--- src/rtl/reg_encode.sv ---
// reg_encode: turns full 4-bit register addresses into (set_pa, instr) beats
// and tracks the decoder's play area so that set-pa is only issued on a change.
module reg_encode #(
  parameter int SPLIT_PA = 1,
  parameter int CNT_W    = 8
) (
  input  logic             clk,
  input  logic             reset,
  input  logic             in_valid,
  output logic             in_ready,
  input  logic [3:0]       in_addr,
  input  logic             in_force_pa,
  output logic             out_valid,
  input  logic             out_ready,
  output logic [2:0]       out_set_pa,
  output logic [1:0]       out_instr,
  output logic             out_pa_only,
  output logic [CNT_W-1:0] pa_switches,
  output logic [1:0]       cur_pa,
  output logic             pa_known
);

  localparam bit SPLIT = (SPLIT_PA != 0);

  typedef enum logic [1:0] {IDLE, PA_BEAT, OP_BEAT} state_t;

  state_t           state, state_nxt;
  logic [3:0]       addr_q;
  logic             need_q;
  logic [1:0]       cur_pa_q;
  logic             known_q;
  logic [CNT_W-1:0] cnt_q;

  logic             in_fire;
  logic             pa_update;
  logic             op_merge;
  logic [1:0]       eff_pa;
  logic             eff_known;
  logic             need_new;

  // Area-change test for a new request, made against the play area as it
  // will be after the current beat retires (a merged set-pa updates it).
  always_comb begin
    op_merge  = !SPLIT && need_q;
    eff_pa    = cur_pa_q;
    eff_known = known_q;
    if (state == OP_BEAT && op_merge) begin
      eff_pa    = addr_q[3:2];
      eff_known = 1'b1;
    end
    need_new = in_force_pa || !eff_known || (in_addr[3:2] != eff_pa);
  end

  // Next-state and beat fields derived from the current state and holding register.
  always_comb begin
    state_nxt   = state;
    out_valid   = 1'b0;
    in_ready    = 1'b0;
    out_set_pa  = '0;
    out_instr   = '0;
    out_pa_only = 1'b0;
    pa_update   = 1'b0;
    case (state)
      IDLE: begin
        in_ready = 1'b1;
        if (in_valid)
          state_nxt = (SPLIT && need_new) ? PA_BEAT : OP_BEAT;
      end
      PA_BEAT: begin
        out_valid   = 1'b1;
        out_set_pa  = {1'b1, addr_q[3:2]};
        out_pa_only = 1'b1;
        if (out_ready) begin
          pa_update = 1'b1;
          state_nxt = OP_BEAT;
        end
      end
      OP_BEAT: begin
        out_valid  = 1'b1;
        out_instr  = addr_q[1:0];
        out_set_pa = op_merge ? {1'b1, addr_q[3:2]} : {1'b0, cur_pa_q};
        in_ready   = out_ready;
        if (out_ready) begin
          pa_update = op_merge;
          if (in_valid)
            state_nxt = (SPLIT && need_new) ? PA_BEAT : OP_BEAT;
          else
            state_nxt = IDLE;
        end
      end
      default: state_nxt = IDLE;
    endcase
  end

  assign in_fire = in_valid && in_ready;

  // State register.
  always_ff @(posedge clk) begin
    if (reset) state <= IDLE;
    else       state <= state_nxt;
  end

  // Holding register plus tracked play area and saturating switch counter.
  always_ff @(posedge clk) begin
    if (reset) begin
      addr_q   <= '0;
      need_q   <= 1'b0;
      cur_pa_q <= '0;
      known_q  <= 1'b0;
      cnt_q    <= '0;
    end else begin
      if (in_fire) begin
        addr_q <= in_addr;
        need_q <= need_new;
      end
      if (pa_update) begin
        cur_pa_q <= addr_q[3:2];
        known_q  <= 1'b1;
        if (cnt_q != '1)
          cnt_q <= cnt_q + CNT_W'(1);
      end
    end
  end

  assign pa_switches = cnt_q;
  assign cur_pa      = cur_pa_q;
  assign pa_known    = known_q;

endmodule

--- config.mk ---
export PLATFORM = sky130hd
export DESIGN_NAME = reg_encode
export DESIGN_NICKNAME = d
export VERILOG_FILES = /design/src/rtl/reg_encode.sv
export SDC_FILE = /design/constraint.sdc
export NUM_CORES = 1
export LEC_CHECK = 0
export ABC_AREA = 1
export CAP_MARGIN = 20
export CORE_UTILIZATION = 40
export DETAILED_ROUTE_END_ITERATION = 12
export PLACE_DENSITY = 0.7
export SETUP_SLACK_MARGIN = 0.15
export SLEW_MARGIN = 20
export SYNTH_ARGS = -nofsm -noshare
export SYNTH_HDL_FRONTEND = slang
export SYNTH_SLANG_ARGS = --single-unit
--- constraint.sdc ---
create_clock -name clk -period 1.82 [get_ports clk]
set_input_delay 0.364 -clock clk [delete_from_list [all_inputs] [get_ports clk]]
set_output_delay 0.364 -clock clk [all_outputs]
set_load 0.005 [all_outputs]
* Word-level counts from Yosys, hierarchy flattened
Index checks and enable logic that the tools add are counted.
Storage, ports and cells: bits of input ports 9, latch bits 0, memory bits (read-only) 0, memories 0, output and inout bits 19, word-level logic and storage cells 34, RAM bits 0, bits in registers 17
Cells by class: shift-type cells 0, divide/modulo/power cells 0, bitwise operators 0, magnitude comparators 0, equal/unequal tests 7, reductions and logical operators 8, multiplexer cells 13, multiply operators 0, add/sub/neg operators 1
Operators with widths (count):
- two-way mux 2 bit | 6
- adder 8 x 1 -> 8 bit (second input constant) | 1
- != test 8 bit (second input constant) | 1
- != test 2 bit (second input constant) | 3
- case mux 2 bit (3 select lines) | 1
- case mux 3 bit (2 select lines) | 1
- two-way mux 1 bit | 4
- AND reduction 3 bit | 1
- equality test 2 x 1 -> 1 bit (second input constant) | 1
- equality test 2 bit (second input constant) | 1
- zero test 2 bit | 1
- logical OR 1 bit | 2
- != test 2 bit | 1
- case mux 1 bit (2 select lines) | 1
- AND reduction 2 bit | 1
- OR reduction 2 bit | 1
- logical AND 1 bit | 1
- zero test 1 bit | 1

* Depth between registers and ports, before layout
Gate-level depths: netlist of the first run.
depth after elaboration 7, mapped depth 8, depth with buffers taken out 8

* Least setup slack after synthesis of the first run
Ideal clock, no wire load.
path type flip-flop to flip-flop, from register state[1], to register cnt_q[2], in the netlist pa_switches[2], arrival time 1.190 ns, library setup time 0.115 ns, data required time 1.705 ns, buffers on the path 0, period minus slack after synthesis 1.305 ns, path slack 0.515 ns, stages on the path, launching flop included 8, path through dfxtp_1 inv_1 ha_1 nand2_2 a21oi_2 nand3_1 nand2_1 nor2_1
On the way: cells in the longest elaborated chain, start to end 3
RTL lines:
- start, declared | RTL line 27 | state_t state, state_nxt;
- start signal, assigned | RTL line 100 | else state <= state_nxt;
- equality test 2 x 1 -> 1 bit | RTL line 63 | case (state)
- two-way mux 1 bit
- AND reduction 2 bit (no line)
- end signal, assigned | RTL line 120 | cnt_q <= cnt_q + CNT_W'(1);
- end, declared | RTL line 32 | logic [CNT_W-1:0] cnt_q;
Every way passes these cells. A chain may end at the register's enable or synchronous reset.

* Worst setup path in the final report of the first run
from register state[1], to output out_set_pa[1]
On the way: cells in the longest elaborated chain, start to end 2, elaborated cells on any way between the ends 3, those cells by class eq/ne (2); mux (1)
RTL lines:
- equality test 2 bit / equality test 2 x 1 -> 1 bit (equally long branches) | RTL line 63
- case mux 3 bit (2 select lines) (*) | RTL line 63
- end, declared | RTL line 15 | output logic [2:0] out_set_pa,
Every way passes the cells marked *; elsewhere a longest branch is shown, timed or not.

==> flow_metrics.env, run 1 <==
export IMPL_seq_area_frac_synth_pct=34.3
export IMPL_end_kind="output pin"
export IMPL_finalCritPeriodShare_pct=91.9
export IMPL_worst_pin_slew_ns=0.316
export IMPL_status="finished clean"
export IMPL_placed_cell_area_um2=1320
export IMPL_use_met1_pct=22.6
export IMPL_yosys_area_top_type="dfxtp_1"
export IMPL_start_util_pct=43.5
export IMPL_fp_coreArea_um2=2280
export IMPL_ant_nets=0
export IMPL_drv_slew=0
export IMPL_setup_viol_count_final=0
export IMPL_timing_reg2reg_worst_path_depth=11
export IMPL_dp_cells=211
export IMPL_clk_pin_slew_ns=0.10
export IMPL_grt_max_degree=12
export IMPL_cts_root_buf="clkbuf_4"
export IMPL_relSlewSlack_pct=78.9
export IMPL_period_minus_slack_ns=1.67
export IMPL_grt_antenna_before_repair=0
export IMPL_cellLeakagePower_nw=0.637
export IMPL_ys_warn_count=0
export IMPL_n_antenna_cell=0
export IMPL_hold_path_depth=2
export IMPL_hold_viol=0
export IMPL_drv_cap=0
export IMPL_crit_type="reg2out"
export IMPL_clockBufferDepth=2
export IMPL_grt_pass1_vias=1050
export IMPL_synthTopCellsByArea="dfxtp_1 (34%), nand2_1 (15%), nor2_1 (9.5%)"
export IMPL_grt_ovfl_total=0
export IMPL_hp_class="reg2reg"
export IMPL_io_pins=28
export IMPL_syn_area_um2=991
export IMPL_yosysTopAreaCellShare_pct=34.3
export IMPL_fin_area_um2=1440
export IMPL_vias=1088
export IMPL_drc_errors=0
export IMPL_area_delta_synth_final_pct=45.6
export IMPL_syn_num_nets=167
export IMPL_use_met2_pct=40.7
export IMPL_drive_gt1_share_pct=21.8
export IMPL_num_rows=17
export IMPL_grt_busiest_layer="met2"
export IMPL_syn_inst=153
export IMPL_wirelength_mm=2.57
export IMPL_cts_buffers=3
export IMPL_die_w_um=51.8
export IMPL_critPathArrivalTime_ns=1.31
export IMPL_wl_per_cell_um=11.6
export IMPL_gp_congestion=0.799
export IMPL_syn_area_per_cell_um2=6.48
export IMPL_gr_usage_all_layers_pct=21.9
export IMPL_clk_latency_ns=0.30
export IMPL_final_cell_mix="nand2_1 (37), nor2_1 (25), inv_1 (19), clkdlybuf4s50_1 (19), dfxtp_1 (13)"
export IMPL_crit_required_ns=1.46
export IMPL_clock_sinks=17
export IMPL_hpwl_mm=1.89
export IMPL_startpoint_type="register"
export IMPL_ir_drop_mv=0.630
export IMPL_dr_pass1_iters=5
export IMPL_synth_seq_cells=17
export IMPL_fmax_mhz=598
export IMPL_power_density_nw_per_um2=1010
export IMPL_rsz0062_at_grt="true"
export IMPL_first_iter_violations=20
export IMPL_nets=208
export IMPL_holdWs_ns=0.496
export IMPL_cts_tree="done"
export IMPL_final_common_cell="nand2_1"
export IMPL_finClkSkew_ns=0.00429
export IMPL_die_height_um=51.8
export IMPL_fp_dieArea_um2=2680
export IMPL_met3_usage_pct=4.09
export IMPL_fill_cells=204
export IMPL_htree_levels=1
export IMPL_yosys_cell_types_count=20
export IMPL_vias_per_cell=4.92
export IMPL_cp_max_fo=3
export IMPL_instances_no_fill=221
export IMPL_portBuffers=27
export IMPL_grt_pass1_wl_mm=4.25
[synth_stat cells]
cell type and n:
a21oi_2 1, nand2_1 39, nor2_1 25, inv_2 1, xor2_1 1, nor2_4 2, buf_4 1, ha_1 5
nand4_1 2, xnor2_1 1, clkbuf_2 1, o21ai_1 1, o21ai_0 8, nand3_1 7, nor3_1 1, a21oi_1 12
dfxtp_1 17, o21bai_2 1, nand2_2 5, inv_1 22
[per-layer routing]
layer / vias up / part of all wire, %
met5: - / 0
met4: 0 / 2.4
met3: 8 / 4.6
met2: 33 / 51
met1: 491 / 42
li1: 556 / -
[layout make-up]
| type | instances | area [µm²] | share of cell area, % |
|---|---|---|---|
| multi-input cells | 111 | 604 | 41.9 |
| flip-flops and latches | 17 | 348 | 24.1 |
| inverters | 23 | 91.3 | 6.33 |
| well taps | 28 | 35.0 | 2.43 |
| repair buffers | 38 | 338 | 23.4 |
| clock buffers | 4 | 26.3 | 1.82 |
[kinds of logic (layout without fill, tap and decap cells)]
group           count (synthesis)  in the layout  synth area share, %
simple gates                   81             81                 35.0
fa+ha+maj                       5              5                 6.31
flops                          17             17                 34.3
buf+inv                        25             65                 9.97
compound gates                 23             23                 12.6
xor+xnor                        2              2                 1.77
[through the flow]
step	setup slack [ns]	setup TNS [ns]	total power, mW	util (%)
CTS	0.0393	0	1.36	61.5
global placement	-0.0238	-0.0238	1.10	58.1
floorplan	0.515	0	0.832	-
detailed placement	-0.0156	-0.0156	1.12	58.1
global route	0.0872	0	1.57	63.4
finish	0.148	0	1.45	63.4
[worst max-delay path, stage by stage (launching register included)]
cell and delay (ns):
dfxtp_4 0.37, inv_4 0.06, ha_2 0.17, buf_4 0.11
nand2_1 0.06, a21oi_2 0.12, buf_2 0.12
[state kept, by name, indices dropped and copies added, names as in the netlist]
register	count
pa_known	1
state	2
cur_pa	2
pa_switches	8
addr_q	4
[report_power, final]
group	internal (mW)	switching, mW	total (mW)
registers	0.448	0.0750	0.523
clock network	0.0854	0.123	0.209
logic	0.362	0.360	0.723
total	0.895	0.558	1.45
[final timing paths]
check            start             to  slack (ns)
max           state[1]  out_set_pa[1]        0.15
min          addr_q[0]      addr_q[0]        0.50
max reg2reg   state[1]      addr_q[3]        0.26
min reg2reg  addr_q[0]      addr_q[0]        0.50
[timing repair]
item,4_1_cts,5_1_grt
hold buffers,0,0
pin swaps,2,5
buffers inserted,5,1
endpoints found under the setup margin,8,11
resized for setup,27,18
(Power assumes the default switching activity.)
==> run 2, diff against run 1 <==
--- a/config.mk
+++ b/config.mk
@@ -9,6 +9,7 @@
 export CAP_MARGIN = 20
 export CORE_UTILIZATION = 40
 export DETAILED_ROUTE_END_ITERATION = 12
+export GPL_TIMING_DRIVEN = 0
 export PLACE_DENSITY = 0.7
 export SETUP_SLACK_MARGIN = 0.15
 export SLEW_MARGIN = 20
==> run 2 against run 1 <==
- clock skew increased by 0.0014 ns
- non-clock buffer count down 3
- critical endpoint unchanged
- combinational power up 0.7%
- sequential share of layout area is 0.30 points higher
- hold slack worse by 0.00070 ns
- power rose by 0.78%
- sequential cell count stayed put
- clock power about the same
- via count shrank 5.5%
- core utilization shrank 0.33 points
==> flow_metrics.env, run 2 (same netlist as run 1, synthesis figures left out) <==
export IMPL_vias=1028
export IMPL_crit_chain="inv_4, ha_4, buf_4, nand2_1, a21oi_2, clkbuf_2"
export IMPL_rsz0062_at_grt="true"
export IMPL_crit_type="reg2out"
export IMPL_fp_dieArea_um2=2680
export IMPL_crit_required_ns=1.46
export IMPL_ant_nets=0
export IMPL_cellLeakagePower_nw=0.621
export IMPL_cpMaxStageDelayCell="dfxtp_4"
export IMPL_end_kind="output pin"
export IMPL_clockBufferDepth=2
export IMPL_worst_pin_slew_ns=0.339
export IMPL_start_util_pct=43.5
export IMPL_clk_latency_ns=0.29
export IMPL_p_total_mw=1.47
export IMPL_area_delta_synth_final_pct=44.8
export IMPL_fin_area_um2=1440
export IMPL_grt_antenna_before_repair=0
export IMPL_fin_ws_ns=0.164
export IMPL_hold_viol=0
export IMPL_clk_pin_slew_ns=0.10
export IMPL_die_height_um=51.8
export IMPL_fill_cells=194
export IMPL_ir_drop_mv=0.788
export IMPL_htree_levels=1
export IMPL_gr_usage_all_layers_pct=19.7
export IMPL_cp_max_fo=5
export IMPL_hpwl_mm=1.74
export IMPL_n_antenna_cell=0
export IMPL_drc_errors=0
export IMPL_wl_per_cell_um=10.8
export IMPL_first_iter_violations=19
export IMPL_drive_gt1_share_pct=22.1
export IMPL_io_pins=28
export IMPL_power_density_nw_per_um2=1020
export IMPL_gp_congestion=0.833
export IMPL_instances_no_fill=218
export IMPL_drv_slew=0
export IMPL_cts_root_buf="clkbuf_4"
export IMPL_finalSetupTns_ns=0
export IMPL_use_met1_pct=24.0
export IMPL_grt_max_degree=11
export IMPL_grt_ovfl_total=0
export IMPL_met3_usage_pct=2.63
export IMPL_multiInputGateArea_um2=609
export IMPL_critPathArrivalTime_ns=1.29
export IMPL_fmax_mhz=604
export IMPL_grt_pass1_wl_mm=3.93
export IMPL_dr_pass1_iters=4
export IMPL_vias_per_cell=4.72
export IMPL_dpl_worst_slack_ns=-0.0920
export IMPL_largest_reg_flops=8
export IMPL_setup_viol_count_final=0
export IMPL_holdWs_ns=0.495
export IMPL_post_route_util_pct=63.1
export IMPL_drv_cap=0
export IMPL_hp_class="reg2reg"
export IMPL_seqCellArea_um2=350
export IMPL_cts_tree="done"
export IMPL_finalCritPeriodShare_pct=91.0
export IMPL_max_stage_delay_ns=0.38
export IMPL_nets=205
export IMPL_clock_sinks=17
export IMPL_startpoint_type="register"
export IMPL_num_rows=17
export IMPL_final_common_cell="nand2_1"
export IMPL_relSlewSlack_pct=77.4
export IMPL_final_cell_mix="nand2_1 (36), nor2_1 (25), clkdlybuf4s50_1 (19), inv_1 (18), dfxtp_1 (13)"
export IMPL_status="finished clean"
export IMPL_dp_cells=208
export IMPL_finClkSkew_ns=0.00568
export IMPL_die_w_um=51.8
export IMPL_portBuffers=27
export IMPL_grt_busiest_layer="met2"
export IMPL_placed_cell_area_um2=1300
export IMPL_hold_buffers=0
export IMPL_fp_coreArea_um2=2280
export IMPL_use_met2_pct=34.4
export IMPL_wirelength_mm=2.35
export IMPL_period_minus_slack_ns=1.66
export IMPL_grt_pass1_vias=947
export IMPL_cts_buffers=3
-- run 2: cell count changes in the layout (fill, tap and decap cells not counted), sizes merged --
cell,change
clkbuf,+2
buf,-4
clkdlybuf4s15,-1
-- run 2: path summary, 6_finish.rpt --
check	startpoint	to	slack, ns	depth (start not counted)
worst max-delay path	state[1]	out_set_pa[1]	0.16	6
worst min register to register	addr_q[1]	addr_q[1]	0.50	2
worst min-delay path	addr_q[1]	addr_q[1]	0.50	2
worst max register to register	state[1]	addr_q[3]	0.36	10
-- run 2: what timing repair did --
| action | in CTS | in global routing |
|---|---|---|
| gates resized for setup | 33 | 14 |
| buffers inserted | 4 | 2 |
| endpoints found under the setup margin | 8 | 7 |
| pin swaps | 2 | 5 |
| hold endpoints to repair | 0 | 0 |
-- run 2: metal layers --
metal / up-vias / wire length (µm)
met3: 2 / 112
met2: 23 / 1090
li1: 548 / -
met5: - / 0
met1: 455 / 1130
met4: 0 / 14
-- run 2: report_power, final --
part,internal [mW],total [mW],switching [mW]
Combinational,0.376,0.728,0.352
Sequential,0.451,0.530,0.0790
Clock,0.0851,0.207,0.122
Total,0.912,1.47,0.553
-- run 2: cell type report --
type | instances | share of cell area, %
clock buffer | 4 | 1.83
sequential | 17 | 24.4
inverter | 23 | 6.36
tap | 28 | 2.44
timing repair buffer | 33 | 21.6
multi-input combinational | 111 | 42.5
buffer | 2 | 0.872
-- run 2: worst max-delay path: cells and delay by family (launching register included) --
| kind | cells | cell delay (ns) |
|---|---|---|
| AO/OA/AOI/OAI | 1 | 0.11 |
| flip-flops | 1 | 0.38 |
| adder cells (fa/ha/maj) | 1 | 0.16 |
| buffers and inverters | 3 | 0.31 |
| AND/OR/NAND/NOR | 1 | 0.06 |
